File: config.mk
export PLATFORM = sky130hd
export DESIGN_NAME = axis_packet_arbiter
export DESIGN_NICKNAME = d
export VERILOG_FILES = /design/src/rtl/axis_arb_pkg.sv /design/src/rtl/axis_rr_picker.sv /design/src/rtl/axis_packet_arbiter.sv
export SDC_FILE = /design/constraint.sdc
export NUM_CORES = 1
export LEC_CHECK = 0
export ABC_CLOCK_PERIOD_IN_PS = 2000
export CORE_MARGIN = 4
export CORE_UTILIZATION = 37
export DETAILED_ROUTE_END_ITERATION = 8
export PLACE_DENSITY = 0.82
export SYNTH_ARGS = -nofsm -noshare
export SYNTH_HDL_FRONTEND = slang
export SYNTH_HIERARCHICAL = 1
export SYNTH_SLANG_ARGS = --single-unit
File: constraint.sdc
create_clock -name M_AXIS_ACLK -period 2 [get_ports M_AXIS_ACLK]
set_input_delay 0.5 -clock M_AXIS_ACLK [delete_from_list [all_inputs] [get_ports M_AXIS_ACLK]]
set_output_delay 0.5 -clock M_AXIS_ACLK [all_outputs]
set_load 0.005 [all_outputs]
File: src/rtl/axis_arb_pkg.sv
// Shared types and helpers for the packet-granular AXI4-Stream arbiter.
package axis_arb_pkg;

  typedef enum logic [0:0] {
    IDLE   = 1'b0,
    STREAM = 1'b1
  } arb_state_e;

  // Index width never collapses to zero, even for a single source.
  function automatic int unsigned idx_width(input int unsigned n);
    return (n > 1) ? $clog2(n) : 1;
  endfunction

  // last_grant resets to the highest index so source 0 wins the first pick.
  function automatic int unsigned last_grant_rst(input int unsigned n);
    return n - 1;
  endfunction

endpackage

File: src/rtl/axis_rr_picker.sv
// Combinational round-robin pick: first request above last_i, wrapping around.
module axis_rr_picker
  import axis_arb_pkg::*;
#(
  parameter int unsigned C_NUM_SOURCES = 4,
  parameter int unsigned IW            = idx_width(C_NUM_SOURCES)
) (
  input  logic [C_NUM_SOURCES-1:0] req_i,
  input  logic [IW-1:0]            last_i,
  output logic                     valid_o,
  output logic [IW-1:0]            idx_o
);

  int unsigned    cand;
  logic [IW-1:0]  cand_idx;

  always_comb begin
    valid_o  = 1'b0;
    idx_o    = '0;
    cand     = 0;
    cand_idx = '0;
    for (int unsigned k = 1; k <= C_NUM_SOURCES; k++) begin
      cand     = (32'(last_i) + k) % C_NUM_SOURCES;
      cand_idx = IW'(cand);
      if (!valid_o && req_i[cand_idx]) begin
        valid_o = 1'b1;
        idx_o   = cand_idx;
      end
    end
  end

endmodule

File: src/rtl/axis_packet_arbiter.sv
// N-to-1 AXI4-Stream arbiter: packet-held round-robin grant, registered output
// slice, and a beat-count watchdog that force-terminates runaway packets.
module axis_packet_arbiter
  import axis_arb_pkg::*;
#(
  parameter int unsigned C_AXIS_TDATA_WIDTH = 32,
  parameter int unsigned C_NUM_SOURCES      = 4,
  parameter int unsigned C_MAX_PKT_WORDS    = 8
) (
  input  logic                                            M_AXIS_ACLK,
  input  logic                                            M_AXIS_ARESETN,
  input  logic [C_NUM_SOURCES-1:0]                        S_AXIS_TVALID,
  input  logic [C_NUM_SOURCES*C_AXIS_TDATA_WIDTH-1:0]     S_AXIS_TDATA,
  input  logic [C_NUM_SOURCES*C_AXIS_TDATA_WIDTH/8-1:0]   S_AXIS_TSTRB,
  input  logic [C_NUM_SOURCES-1:0]                        S_AXIS_TLAST,
  output logic [C_NUM_SOURCES-1:0]                        S_AXIS_TREADY,
  output logic                                            M_AXIS_TVALID,
  output logic [C_AXIS_TDATA_WIDTH-1:0]                   M_AXIS_TDATA,
  output logic [C_AXIS_TDATA_WIDTH/8-1:0]                 M_AXIS_TSTRB,
  output logic                                            M_AXIS_TLAST,
  input  logic                                            M_AXIS_TREADY,
  output logic [idx_width(C_NUM_SOURCES)-1:0]             GRANT_ID,
  output logic                                            PKT_OVERRUN
);

  localparam int unsigned DW = C_AXIS_TDATA_WIDTH;
  localparam int unsigned SW = C_AXIS_TDATA_WIDTH / 8;
  localparam int unsigned IW = idx_width(C_NUM_SOURCES);
  localparam int unsigned CW = $clog2(C_MAX_PKT_WORDS + 1);
  localparam logic [IW-1:0] LAST_RST = IW'(last_grant_rst(C_NUM_SOURCES));

  arb_state_e     state_q, state_d;
  logic [IW-1:0]  grant_q, grant_d;
  logic [IW-1:0]  last_q, last_d;
  logic [CW-1:0]  cnt_q, cnt_d;
  logic           m_valid_q, m_valid_d;
  logic [DW-1:0]  m_data_q, m_data_d;
  logic [SW-1:0]  m_strb_q, m_strb_d;
  logic           m_last_q, m_last_d;
  logic           ovr_q, ovr_d;

  logic           pick_valid;
  logic [IW-1:0]  pick_idx;
  logic           sel_valid, sel_last;
  logic [DW-1:0]  sel_data;
  logic [SW-1:0]  sel_strb;
  logic           slot_free, accept, wd_hit;
  logic [CW-1:0]  cnt_inc;

  axis_rr_picker #(
    .C_NUM_SOURCES (C_NUM_SOURCES),
    .IW            (IW)
  ) u_picker (
    .req_i   (S_AXIS_TVALID),
    .last_i  (last_q),
    .valid_o (pick_valid),
    .idx_o   (pick_idx)
  );

  always_comb begin
    sel_valid = 1'b0;
    sel_data  = '0;
    sel_strb  = '0;
    sel_last  = 1'b0;
    for (int unsigned i = 0; i < C_NUM_SOURCES; i++) begin
      if (grant_q == IW'(i)) begin
        sel_valid = S_AXIS_TVALID[i];
        sel_data  = S_AXIS_TDATA[i*DW +: DW];
        sel_strb  = S_AXIS_TSTRB[i*SW +: SW];
        sel_last  = S_AXIS_TLAST[i];
      end
    end
  end

  // The slot can take a beat when empty or when its beat leaves this cycle.
  assign slot_free = !m_valid_q || M_AXIS_TREADY;
  assign accept    = (state_q == STREAM) && sel_valid && slot_free;
  assign cnt_inc   = cnt_q + CW'(1);
  assign wd_hit    = (cnt_inc == CW'(C_MAX_PKT_WORDS));

  always_comb begin
    S_AXIS_TREADY = '0;
    if (state_q == STREAM) begin
      for (int unsigned i = 0; i < C_NUM_SOURCES; i++) begin
        if (grant_q == IW'(i)) S_AXIS_TREADY[i] = slot_free;
      end
    end
  end

  always_comb begin
    state_d   = state_q;
    grant_d   = grant_q;
    last_d    = last_q;
    cnt_d     = cnt_q;
    m_valid_d = m_valid_q;
    m_data_d  = m_data_q;
    m_strb_d  = m_strb_q;
    m_last_d  = m_last_q;
    ovr_d     = 1'b0;

    case (state_q)
      IDLE: begin
        cnt_d = '0;
        if (pick_valid) begin
          grant_d = pick_idx;
          state_d = STREAM;
        end
      end
      STREAM: begin
        if (accept) begin
          cnt_d = cnt_inc;
          if (sel_last || wd_hit) begin
            last_d  = grant_q;
            state_d = IDLE;
          end
        end
      end
      default: state_d = IDLE;
    endcase

    if (accept) begin
      m_valid_d = 1'b1;
      m_data_d  = sel_data;
      m_strb_d  = sel_strb;
      m_last_d  = sel_last || wd_hit;
      ovr_d     = wd_hit && !sel_last;
    end else if (M_AXIS_TREADY) begin
      m_valid_d = 1'b0;
    end
  end

  always_ff @(posedge M_AXIS_ACLK or negedge M_AXIS_ARESETN) begin
    if (!M_AXIS_ARESETN) begin
      state_q   <= IDLE;
      grant_q   <= '0;
      last_q    <= LAST_RST;
      cnt_q     <= '0;
      m_valid_q <= 1'b0;
      m_data_q  <= '0;
      m_strb_q  <= '0;
      m_last_q  <= 1'b0;
      ovr_q     <= 1'b0;
    end else begin
      state_q   <= state_d;
      grant_q   <= grant_d;
      last_q    <= last_d;
      cnt_q     <= cnt_d;
      m_valid_q <= m_valid_d;
      m_data_q  <= m_data_d;
      m_strb_q  <= m_strb_d;
      m_last_q  <= m_last_d;
      ovr_q     <= ovr_d;
    end
  end

  assign M_AXIS_TVALID = m_valid_q;
  assign M_AXIS_TDATA  = m_data_q;
  assign M_AXIS_TSTRB  = m_strb_q;
  assign M_AXIS_TLAST  = m_last_q;
  assign GRANT_ID      = grant_q;
  assign PKT_OVERRUN   = ovr_q;

endmodule

==> metrics.cfg, run 1 <==
[clock_tree]
cts_tree=done
worstSkewPairLatency_ps=300
htree_levels=2
clockBufferDepth=2
clockRootBuffer=clkbuf_8
cts_made_buffers=5
holdBufCountCts=0
clkSinkCount=48
path_clk_slew_ps=90

[place]
placed_cells=493
io_buffers=199
place_ws_ps=-467
hpwl_um=7570
gp_congestion=0.837

[finish]
diodes=0
nFillCells=585
drive_gt1_share_pct=30.5
area_delta_synth_final_pct=74.5
final_nets=558
stdcell_count=505
final_util_pct=68.0

[global_route]
first_global_vias=2833
grt_max_degree=49
antenna_found_initial=0
grt_pass1_wl_um=14500
grt_usage_pct=18.8
gr-total-overflow=0

[timing]
setup_ws_ps=34.7
maxSlewHeadroom_pct=59.3
worst_slew_pin_slew_ps=611
min_period_ps=1970
fin_skew_ps=12.1
rsz0062_at_grt=no
final_max_slew_viol_count=0
finalCritPeriodShare_pct=98.3
hold_viol=0
setup_viol=0
fmax_mhz=509

[power_and_ir_drop]
peakVddDrop_mv=0.823
power.share.combinational_pct=65.3
swShare_pct=31.3
p_int_mw=4.87
p_seq_share_pct=26.1
leakage_nw=2.20
clkPwrFrac_pct=8.6
p_switching_mw=2.22
p_per_area_nw_per_um2=1320

[floorplan]
die_area_um2=9830
core_area_um2=7890
die_h_um=99.1
initial_utilization_pct=39.0
rows=32
io_pins=200
die_x_um=99.1

[synth]
ys_types=35
netlist_instances=190
avgSynthCellArea_um2=16.2
synth_edf_count=0
yosysTopAreaCell=dfrtp_1
ys_seq_area_share_pct=39.2
synth_area_um2=3070
synthesis.nets=346
yosys_most_used_dff=dfrtp_1
synthTopCellsByCount=dfrtp_1 (46), mux4_2 (38), mux2_4 (34)
ys.warnings.count=6
yosysMostFrequentCell=dfrtp_1
async_flop_share_pct=100
synth_top_area_share_pct=37.5
ys_top_cells_by_area=dfrtp_1 (37%), mux4_2 (28%), mux2_4 (17%)
synth_seq_cells=48

[setup_path]
critPathCaptureType=flip-flop
cp_data_arrival_time_ps=2140
critPathMaxFanout=21
worstPathRequired_ps=2180
critical_path_class=in2reg
crit_path_start_kind=primary input

[flow_run]
drv_cap=0

[route]
num_vias=2564
drt_iter0_markers=33
drc=0
drt_wl_total_um=9330
routed_via_density=5.08
antenna_left=0
detail_route.wl_per_cell_um=18.5
drt_pass1_iterations=4

[hold_path]
hp-class=in2async

[outcome]
status=finished clean

per-stage QoR:
stage          setup TNS (ps)  hold WS [ps]  cell area [um^2]  total power, mW
3_3_place_gp           -11210           468              5230             6.38
5_1_grt                     0           337              5360             7.56
6_report                    0           289              5360             7.09
4_1_cts                  -132           309              5340             7.14
3_5_place_dp           -11560           474              5230             6.47
2_1_floorplan               0           204              3070             4.72
critical path: stages:
cell and delay (ps):
clkdlybuf4s50_1 410, mux4_2 490, and3_4 230, buf_12 170, mux2_1 320
final timing paths:
path	startpoint	end	slack, ps	cells after the start
max	S_AXIS_TVALID[3]	M_AXIS_TDATA[25]	30	5
min	M_AXIS_ARESETN	M_AXIS_TDATA[14]	290	2
max reg2reg	GRANT_ID[0]	M_AXIS_TDATA[25]	160	4
min reg2reg	M_AXIS_TDATA[25]	M_AXIS_TDATA[25]	490	1
max in group asynchronous	M_AXIS_ARESETN	GRANT_ID[0]	1270	2
min in group M_AXIS_ACLK	M_AXIS_TDATA[25]	M_AXIS_TDATA[25]	490	1
layout by cell type, fill, tap and decap left out, drive strengths merged, types with 2 or more instances in the layout:
cell,synthesis,layout
o21ai,3,3
a21oi,4,4
mux2,40,40
clkbuf,7,7
clkdlybuf4s50,0,193
nand2,12,12
clkinv,0,2
nor2,3,3
mux4,38,38
buf,9,25
dfrtp,46,46
mux2i,3,3
and2,2,2
dfstp,2,2
nand2b,4,4
inv,2,2
and3,2,2
cell families (layout without fill, tap and decap cells):
family	count (synthesis)	in the layout	synth area share [%]
xor gates and xnor gates	1	1	0.285
and+or+nand+nor	30	30	5.21
DFF	48	48	39.2
buffers and inverters	18	231	4.64
AOI/OAI and AO/OA	11	11	2.65
adders and majority gates	1	1	0.407
muxes	81	81	47.6
repair_timing:
action | 4_1_cts | 5_1_grt
setup buffers | 1 | 3
pin swaps | 1 | 1
resized for setup | 16 | 4
endpoints found under the setup margin | 5 | 8
power groups by stage:
stage               registers [mW]  clock network, mW  logic (mW)
CTS                           1.87              0.632        4.64
finish                        1.85              0.610        4.63
global route                  1.93              0.670        4.97
detailed placement            1.90                  0        4.58
global placement              1.87                  0        4.50
floorplan                     1.81                  0        2.91
cell type report:
class | count | area (um^2) | area share (%)
repair buffers | 221 | 2180 | 40.6
multi-input cells | 124 | 1750 | 32.6
flip-flops and latches | 48 | 1210 | 22.5
well taps | 102 | 128 | 2.38
clock buffers | 6 | 82.6 | 1.54
clock inverters | 2 | 10.0 | 0.187
inverters | 2 | 7.51 | 0.140
metal layers:
metal  vias to the layer above  track usage [%]  part of all wire (%)
met5                         -                0                     0
met4                         0             4.20                   1.1
met3                        10             5.75                   9.3
met2                       125             34.5                    53
met1                      1262             21.4                    37
li1                       1167                -                     -
registers in the layout, indices dropped and copies added (netlist names):
register	count
state_q	1
PKT_OVERRUN	1
M_AXIS_TVALID	1
M_AXIS_TSTRB	4
M_AXIS_TDATA	32
last_q	2
M_AXIS_TLAST	1
GRANT_ID	2
cnt_q	4
Power figures use the tool's default switching activity.
==> inputs of run 2 (changes only) <==
RECOVER_POWER = 50   (was not set)
==> run 2 against run 1 <==
Utilization decreased by 0.13 points. Largest cell class unchanged. Routed wire length decreased by 0.18%. Count of clock-buffer cells in the layout unchanged. Clock power about the same. Critical path depth unchanged. Hold slack improved by 200 ps. Flip-flop and latch count unchanged. Non-clock buffer count unchanged. Largest power group unchanged. Die area unchanged.
==> metrics.cfg, run 2 (same netlist as run 1, synthesis figures left out) <==
[outcome]
status=finished clean

[route]
drc=0  ; unchanged
drt_pass1_iterations=4  ; unchanged
drt_wl_total_um=9310  ; -0.18%
num_vias=2567  ; +0.12%
detail_route.wl_per_cell_um=18.4  ; -0.18%
antenna_left=0  ; unchanged
drt_iter0_markers=47  ; +42%
routed_via_density=5.08  ; +0.12%

[power_and_ir_drop]
leakage_nw=2.20  ; +0.12%
peakVddDrop_mv=0.821  ; -0.34%
p_per_area_nw_per_um2=1310  ; -1.1%
power_mw=7.00  ; -1.3%

[setup_path]
critPathMaxFanout=21  ; unchanged
worstPathRequired_ps=2180  ; about the same
crit_path_start_kind=primary input
cp_data_arrival_time_ps=2140  ; about the same
critical_path_class=in2reg
critPathCaptureType=flip-flop

[finish]
final_util_pct=67.8  ; -0.13 points
mostFrequentLayoutCell=clkdlybuf4s50_1
largest_reg_flops=32  ; unchanged
layout_common_cells=clkdlybuf4s50_1 (175), dfrtp_1 (44), mux4_2 (38), mux2_4 (34), dlygate4sd3_1 (18)
area_delta_synth_final_pct=74.1
final_nets=558  ; unchanged
diodes=0  ; unchanged
drive_gt1_share_pct=30.0  ; -0.50 points

[global_route]
grt_max_degree=49  ; unchanged
grt_usage_pct=18.8  ; unchanged
first_global_vias=2833  ; unchanged
gr-total-overflow=0  ; unchanged
grt_pass1_wl_um=14500  ; unchanged
antenna_found_initial=0  ; unchanged

[place]
hpwl_um=7570  ; unchanged
io_buffers=199  ; unchanged
gp_congestion=0.837  ; unchanged
place_ws_ps=-467  ; unchanged

[floorplan]
die_x_um=99.1  ; unchanged
io_pins=200  ; unchanged
die_h_um=99.1  ; unchanged
initial_utilization_pct=39.0  ; unchanged
die_area_um2=9830  ; unchanged
rows=32  ; unchanged
core_area_um2=7890  ; unchanged

[timing]
maxSlewHeadroom_pct=20.5  ; -39 points
min_period_ps=1960  ; -1.59 ps
setup_ws_ps=36.3  ; +1.59 ps
rsz0062_at_grt=no
final_max_slew_viol_count=0  ; unchanged
worst_slew_pin_slew_ps=1190  ; +583 ps
finalCritPeriodShare_pct=98.2  ; about the same
setup_viol=0  ; unchanged
fin_skew_ps=12.2  ; +0.102 ps
hold_viol=0  ; unchanged
fmax_mhz=509  ; about the same

[clock_tree]
path_clk_slew_ps=80  ; about the same
cts_tree=done
worstSkewPairLatency_ps=300  ; about the same
clockRootBuffer=clkbuf_8
clockBufferDepth=2  ; unchanged
clkSinkCount=48  ; unchanged
holdBufCountCts=0  ; unchanged
htree_levels=2  ; unchanged
cts_made_buffers=5  ; unchanged

[flow_run]
drv_cap=0  ; unchanged

[hold_path]
hp-class=reg2reg

==> run 2: cell types whose count changed in the layout (fill, tap and decap cells not counted), sizes merged <==
cell	change
buf	-3
clkbuf	+3
dlygate4sd3	+18
clkdlybuf4s50	-18
==> run 2: critical path: stages <==
cell             delay [ps]
clkdlybuf4s50_1         410
mux4_2                  490
and3_4                  230
buf_12                  170
mux2_1                  320
==> run 2: worst paths after layout <==
| path | from | endpoint | slack (ps) | cells after the start |
|---|---|---|---|---|
| max in group asynchronous | M_AXIS_ARESETN | GRANT_ID[0] | 680 | 2 |
| worst max-delay path | S_AXIS_TVALID[3] | M_AXIS_TDATA[25] | 40 | 5 |
| worst min-delay path | M_AXIS_TDATA[25] | M_AXIS_TDATA[25] | 480 | 1 |
| min in group asynchronous | M_AXIS_ARESETN | M_AXIS_TDATA[14] | 520 | 2 |
| worst max register to register | GRANT_ID[0] | M_AXIS_TDATA[25] | 170 | 4 |
| worst min register to register | M_AXIS_TDATA[25] | M_AXIS_TDATA[25] | 480 | 1 |
==> run 2: layout make-up <==
class	count	area (um^2)
fill	589	2540
timing repair buffer	221	2170
multi-input combinational	124	1750
sequential	48	1210
tap	102	128
clock buffer	6	82.6
clock inverter	2	10.0
inverter	2	7.51
==> run 2: timing repair <==
action	in CTS	in global routing
endpoints found under the hold margin	0	0
pin swaps	1	1
gates resized for setup	16	4
setup buffers	1	3
endpoints found under the setup margin	5	8
==> run 2: power breakdown <==
group          internal [mW]  switching [mW]  leakage, nW
clock                  0.277           0.331       0.0510
sequential              1.50           0.339        0.564
combinational           3.02            1.53         1.59
==> run 2: routing by layer <==
layer,global-route usage [%],up-vias,share of wire (%)
met4,4.20,0,1.1
met1,21.4,1268,36
met3,5.75,10,9.4
li1,-,1167,-
met5,0,-,0
met2,34.5,122,53
==> run 2: stage by stage <==
| step | cells | setup TNS (ps) | cell area (um^2) | hold WS [ps] |
|---|---|---|---|---|
| 3_3_place_gp | 493 | -11210 | 5230 | 468 |
| 3_5_place_dp | 493 | -11560 | 5230 | 474 |
| 6_report | 505 | 0 | 5350 | 485 |
| 4_1_cts | 502 | -132 | 5340 | 309 |
| 5_1_grt | 505 | 0 | 5350 | 506 |
| 2_1_floorplan | 190 | 0 | 3070 | 204 |
